==> config.mk <==
export PLATFORM = sky130hd
export DESIGN_NAME = comparator_serial_signed
export DESIGN_NICKNAME = d
export VERILOG_FILES = /design/src/rtl/comparator_serial_signed.sv
export SDC_FILE = /design/constraint.sdc
export NUM_CORES = 1
export LEC_CHECK = 0
export ABC_CLOCK_PERIOD_IN_PS = 4400
export CAP_MARGIN = 20
export CORE_MARGIN = 5
export CORE_UTILIZATION = 55
export CTS_BUF_LIST = sky130_fd_sc_hd__clkbuf_4 sky130_fd_sc_hd__clkbuf_8 sky130_fd_sc_hd__clkbuf_16
export CTS_CLUSTER_SIZE = 16
export DETAILED_ROUTE_END_ITERATION = 6
export PLACE_DENSITY = 0.83
export SLEW_MARGIN = 25
export SYNTH_ARGS = -nofsm -noshare
export SYNTH_HDL_FRONTEND = slang
export SYNTH_SLANG_ARGS = --single-unit
==> constraint.sdc <==
create_clock -name clk -period 4.4 [get_ports clk]
set_clock_uncertainty 0.1 [all_clocks]
set_input_delay 1.1 -clock clk [delete_from_list [all_inputs] [get_ports clk]]
set_output_delay 1.1 -clock clk [all_outputs]
set_load 0.03 [all_outputs]
==> src/rtl/comparator_serial_signed.sv <==
// ---------------------------------------------------------------------------
// comparator_serial_signed
//
// Bit-serial magnitude comparator. Examines one bit per clock, MSB first,
// and reports whether A is greater than, equal to, or less than B, using
// either an unsigned or a two's-complement interpretation.
//
// Ports:
//   clk          - sole clock, rising edge
//   rst_n        - asynchronous active-low reset
//   start        - request a comparison (sampled only while not busy)
//   signed_mode  - 1 = two's-complement compare, 0 = unsigned; captured with start
//   A, B         - operands, captured with start
//   busy         - high while the scan is in progress
//   done         - one-cycle pulse when the result outputs have just updated
//   A_GREATER_B  - registered result, A > B
//   A_EQUAL_B    - registered result, A == B
//   A_LESS_B     - registered result, A < B
//
// Configuration:
//   COMP_SERIAL_EARLY_EXIT_EN - when defined, the scan stops on the first
//   differing bit instead of always walking down to bit 0. Results are the
//   same in both builds; only the latency changes.
// ---------------------------------------------------------------------------
module comparator_serial_signed #(
  parameter int WIDTH = 8
) (
  input  logic             clk,
  input  logic             rst_n,
  input  logic             start,
  input  logic             signed_mode,
  input  logic [WIDTH-1:0] A,
  input  logic [WIDTH-1:0] B,
  output logic             busy,
  output logic             done,
  output logic             A_GREATER_B,
  output logic             A_EQUAL_B,
  output logic             A_LESS_B
);

  localparam int IW = $clog2(WIDTH);

  typedef enum logic [1:0] {
    IDLE = 2'd0,
    SCAN = 2'd1,
    DONE = 2'd2
  } state_e;

  state_e           state_q, state_d;
  logic [WIDTH-1:0] a_q, a_d;
  logic [WIDTH-1:0] b_q, b_d;
  logic             signed_q, signed_d;
  logic [IW-1:0]    idx_q, idx_d;
  logic             decided_q, decided_d;
  logic             dec_gt_q, dec_gt_d;
  logic             gt_q, gt_d;
  logic             eq_q, eq_d;
  logic             lt_q, lt_d;

  logic bit_diff;
  logic bit_greater;
  logic at_msb;
  logic last_bit;
  logic scan_exit;

  // Per-bit decision. When the bits differ, A's bit alone tells us who is
  // larger; in signed mode the sign bit has negative weight, so the sense
  // of the decision flips at the MSB.
  always_comb begin
    at_msb      = (idx_q == IW'(WIDTH - 1));
    last_bit    = (idx_q == '0);
    bit_diff    = a_q[idx_q] ^ b_q[idx_q];
    bit_greater = a_q[idx_q] ^ (signed_q & at_msb);
`ifdef COMP_SERIAL_EARLY_EXIT_EN
    scan_exit   = last_bit | bit_diff;
`else
    scan_exit   = last_bit;
`endif
  end

  // Next-state logic. The first differing bit is latched in decided/dec_gt
  // so the full-length scan can keep walking without losing the answer;
  // the visible result registers only change on the SCAN->DONE edge.
  always_comb begin
    state_d   = state_q;
    a_d       = a_q;
    b_d       = b_q;
    signed_d  = signed_q;
    idx_d     = idx_q;
    decided_d = decided_q;
    dec_gt_d  = dec_gt_q;
    gt_d      = gt_q;
    eq_d      = eq_q;
    lt_d      = lt_q;

    case (state_q)
      IDLE, DONE: begin
        if (start) begin
          a_d       = A;
          b_d       = B;
          signed_d  = signed_mode;
          idx_d     = IW'(WIDTH - 1);
          decided_d = 1'b0;
          dec_gt_d  = 1'b0;
          state_d   = SCAN;
        end else begin
          state_d = IDLE;
        end
      end

      SCAN: begin
        if (!decided_q && bit_diff) begin
          decided_d = 1'b1;
          dec_gt_d  = bit_greater;
        end
        if (scan_exit) begin
          state_d = DONE;
          if (decided_q) begin
            gt_d = dec_gt_q;
            eq_d = 1'b0;
            lt_d = ~dec_gt_q;
          end else if (bit_diff) begin
            gt_d = bit_greater;
            eq_d = 1'b0;
            lt_d = ~bit_greater;
          end else begin
            gt_d = 1'b0;
            eq_d = 1'b1;
            lt_d = 1'b0;
          end
        end else begin
          idx_d = idx_q - IW'(1);
        end
      end

      default: state_d = IDLE;
    endcase
  end

  // State and datapath registers; reset clears everything immediately,
  // which also silently abandons any comparison in flight.
  always_ff @(posedge clk or negedge rst_n) begin
    if (!rst_n) begin
      state_q   <= IDLE;
      a_q       <= '0;
      b_q       <= '0;
      signed_q  <= 1'b0;
      idx_q     <= '0;
      decided_q <= 1'b0;
      dec_gt_q  <= 1'b0;
      gt_q      <= 1'b0;
      eq_q      <= 1'b0;
      lt_q      <= 1'b0;
    end else begin
      state_q   <= state_d;
      a_q       <= a_d;
      b_q       <= b_d;
      signed_q  <= signed_d;
      idx_q     <= idx_d;
      decided_q <= decided_d;
      dec_gt_q  <= dec_gt_d;
      gt_q      <= gt_d;
      eq_q      <= eq_d;
      lt_q      <= lt_d;
    end
  end

  assign busy        = (state_q == SCAN);
  assign done        = (state_q == DONE);
  assign A_GREATER_B = gt_q;
  assign A_EQUAL_B   = eq_q;
  assign A_LESS_B    = lt_q;

endmodule

==> Word-level counts from Yosys, hierarchy flattened <==
Cells that the tools add are included.
{ "totals": {"ff_bits": 27, "out_inout_bits": 5} }
{ "classes": {"n_addsub": 1, "mux": 21, "magnitude_cmp": 1, "n_eq_ne": 7, "bitwise_logic": 5, "reduce_logical": 10} }
{ "ops": {"columns": ["operator", "n"], "rows": [
  ["$mux 1", 12],
  ["$bmux 1 s3", 2],
  ["$mux 3", 2],
  ["$pmux 3 s2", 1],
  ["$reduce_and 3->1", 2],
  ["$lt 3x4->1 const B", 1],
  ["$ne 2x1->1 const B", 2],
  ["$ne 2x2->1 const B", 2],
  ["$pmux 1 s2", 2],
  ["$pmux 2 s2", 1],
  ["$reduce_and 2->1", 2],
  ["$eq 3x3->1 const B", 1],
  ["$logic_not 3->1", 1],
  ["$sub 3x1->3 const B", 1],
  ["$eq 2x1->1 const B", 1],
  ["$eq 2x2->1 const B", 1],
  ["$logic_not 2->1", 1],
  ["$mux 2", 1],
  ["$not 1->1", 2],
  ["$reduce_bool 2->1", 1],
  ["$reduce_or 2->1", 1],
  ["$xor 1x1->1", 2],
  ["$and 1x1->1", 1],
  ["$logic_and 1x1->1", 1],
  ["$logic_not 1->1", 1]
]} }

==> Logic depth before layout (Yosys ltp) <==
{ "depth": {"depth_word": 6, "depth_mapped": 8} }

==> Worst setup path before layout <==
OpenSTA, ideal clock, no wires.
{ "synth_timing": {"path_type": "register -> output", "from": "register state_q[0]", "to": "output busy", "stages_incl_launch_ff": 2, "arrival_time_ns": 0.956, "path_slack_ns": 2.244, "cell_sequence": "dfrtp_1 > nor2b_1"} }
{ "synth_between": {"elab_chain_cells": 1} }
{ "synth_rtl": {"columns": ["element", "line_no", "text"], "rows": [
  ["start, declared", "49", "state_e state_q, state_d;"],
  ["start signal, assigned", "155", "state_q <= state_d;"],
  ["$eq 2x1->1", "168", "assign busy = (state_q == SCAN);"],
  ["end, declared", "34", "output logic busy,"]
]} }
No other way between the ends.

==> Final worst setup path <==
Ends and elaborated chain as after synthesis.

==> out/results.tsv <==
metric	value	unit
status	finished clean	
Final Wtd Congestion	0.778	
Clock Tree Root	clkbuf_4	
ys flop type	dfrtp_1	
Setup crit end kind	output port	
Fin. Hold Viols	0	
layout cells sized above 1	11.3	%
Setup crit start kind	register	
first-pass GRT wire length	4190	um
Period minus WS final	3.03	ns
Ports	25	
Gates resized, CTS repair	0	
vias in the first global route	992	
syn_area_per_cell	9.78	um2
Worst IR Drop VDD	0.000368	V
Core ar.	2410	um2
leakage	0.802	nW
placed cell area	1590	um2
number of synthesized flops with an enable pin	0	
dpl cells	186	
vias per inst	5.15	
initial antenna violation count	0	
Internal	0.661	mW
Flop pwr share	40.6	%
DRC viols	0	
CTS tree	yes	
CTS hold repair buffers	0	
nets@finish	184	
diode count	0	
Post-Syn Instances	138	
Fmax achieved	330	MHz
Yosys cell types	28	
FF+latch count, synth	27	
Starting Density	56.0	%
CTS clk-pin slew, worst paths	0.14	ns
final WL	2480	um
clock power share	9.9	%
Post-Syn Area	1350	um2
# clock sinks	27	
design area	1620	um2
Syn. warnings	0	
Layout fillers	204	
area of the die	3550	um2
vias	978	
Maximum Capacitance Violations	0	
worst rel slew slack	46.8	%
RSZ-0062 raised after global routing	no	
TritonCTS buffer count	3	
Cell Rows	18	
sequential share of the synthesized area	50.0	%
worst skew pair latency	0.32	ns
Sw Share	41.9	%
P&R area growth vs syn	19.8	%
routed length per instance	13.1	um
Critical Path AT	1.83	ns
Reg area	676	um2
largest net degree at the start of global routing	28	
Hold Path Class	reg2reg	
Pins Over Slew Limit	0	
ys async rst share	100	%
Detail Placement HPWL	1860	um
final worst-path cycle share	69.0	%
Post-CTS Setup Bufs	0	
Final Instance Count excl. Fillers	190	
Fin Setup TNS	0	ns
H-tree lvl count	1	
area used by multi-input combinational logic	628	um2
I/O Buffers	24	
GRT Total Usage	15.8	%
antenna viol nets, final	0	
WS Path Type	reg2out	
Max Root-Sink Buffers	2	
height of the die	59.5	um
net count after synthesis	161	
DRT iter0 DRCs	27	
GR Overflow Total	0	
# setup viols final	0	
Die X-Extent	59.5	um
slew at the pin closest to its max-slew limit	0.798	ns
CP max FO	5	
Pwr Density	703	nW/um2
final core utilization	67.1	%
P_sw	0.476	mW
Pre-Repair DR Iteration Count	4	
combinational share of power	49.5	%
worst path required time	3.20	ns
-- cell type report --
type | instances | area share, %
Clock buffer | 4 | 1.86
Inverter | 3 | 0.696
Multi-Input combinational cell | 102 | 38.8
Sequential cell | 27 | 41.8
Tap cell | 30 | 2.32
Timing Repair Buffer | 24 | 14.5
-- Yosys cell counts, types with 2 or more instances --
cell type  instances  share of area, %
nand2_1           63                18
nor2b_1            5               2.3
a21oi_1            4               1.5
mux2i_1            3               2.2
buf_6              2               1.7
nor2_1             3              0.83
nand2b_1           2              0.93
dfrtp_1           27                50
mux4_2             2               3.3
clkbuf_1           4               1.1
o41ai_2            2               2.4
inv_1              3              0.83
ha_1               3               2.8
-- state kept, by name, indices dropped and copies added, names as in the netlist --
register and flops:
a_q 8, b_q 8, idx_q 3, state_q 2
A_EQUAL_B 1, A_GREATER_B 1, A_LESS_B 1, dec_gt_q 1
decided_q 1, signed_q 1
-- layer usage --
layer  up-vias  global-route usage, %  routed length, um
li1        489                      -                  -
met1       461                   18.2               1120
met2        23                   27.9               1200
met3         5                   3.49                118
met4         0                   6.65                 45
met5         -                      0                  0
-- final timing paths --
| check | start | to | slack [ns] | cells past startpoint |
|---|---|---|---|---|
| max reg2reg | idx_q[0]$_DFFE_PN0P_ | A_GREATER_B$_DFFE_PN0P_ | 2.36 | 5 |
| min | a_q[6]$_DFFE_PN0P_ | a_q[6]$_DFFE_PN0P_ | 0.39 | 2 |
| max | state_q[0]$_DFFE_PN0P_ | busy | 1.37 | 2 |
| max in group asynchronous | rst_n | b_q[7]$_DFFE_PN0P_ | 3.17 | 1 |
| min reg2reg | a_q[6]$_DFFE_PN0P_ | a_q[6]$_DFFE_PN0P_ | 0.39 | 2 |
| min in group asynchronous | rst_n | A_GREATER_B$_DFFE_PN0P_ | 0.65 | 1 |
-- logic make-up (layout without fill, tap and decap cells) --
logic type	count (synthesis)	count (layout)	synth area share (%)
xor+xnor	2	2	1.85
flops	27	27	50.0
simple gates	78	78	24.6
compound gates	12	12	8.80
fa+ha+maj	3	3	2.78
buf+inv	9	31	3.61
mux	7	7	8.34
-- stage by stage --
stage | power (mW) | hold slack [ns] | setup WS (ns)
final | 1.14 | 0.390 | 1.37
after detailed placement | 1.03 | 0.359 | 1.55
after global placement | 1.01 | 0.353 | 1.55
after CTS | 1.15 | 0.393 | 1.35
after global routing | 1.23 | 0.414 | 1.30
after floorplan | 0.907 | 0.337 | 2.24
-- layout by cell type, fill, tap and decap left out, types with 2 or more instances in the layout --
| cell type | Yosys | routed |
|---|---|---|
| nor2_1 | 3 | 3 |
| clkdlybuf4s50_1 | 0 | 23 |
| clkbuf_4 | 0 | 4 |
| inv_1 | 3 | 3 |
| nor2b_1 | 5 | 4 |
| dfrtp_1 | 27 | 27 |
| ha_1 | 3 | 3 |
| o41ai_2 | 2 | 2 |
| a21oi_1 | 4 | 4 |
| mux2i_1 | 3 | 3 |
| nand2b_1 | 2 | 2 |
| mux4_2 | 2 | 2 |
| nand2_1 | 63 | 63 |
-- critical path: stages, from the launching register on --
cell and delay [ns]:
dfrtp_1 0.42, nor2b_1 0.35, clkdlybuf4s50_1 0.74
-- power groups by stage --
stage | registers, mW | logic (mW) | clock network [mW]
after floorplan | 0.447 | 0.461 | 0
after global placement | 0.461 | 0.546 | 0
after detailed placement | 0.467 | 0.566 | 0
after CTS | 0.463 | 0.569 | 0.116
after global routing | 0.479 | 0.625 | 0.124
final | 0.462 | 0.562 | 0.113
Power figures use the tool's default switching activity.
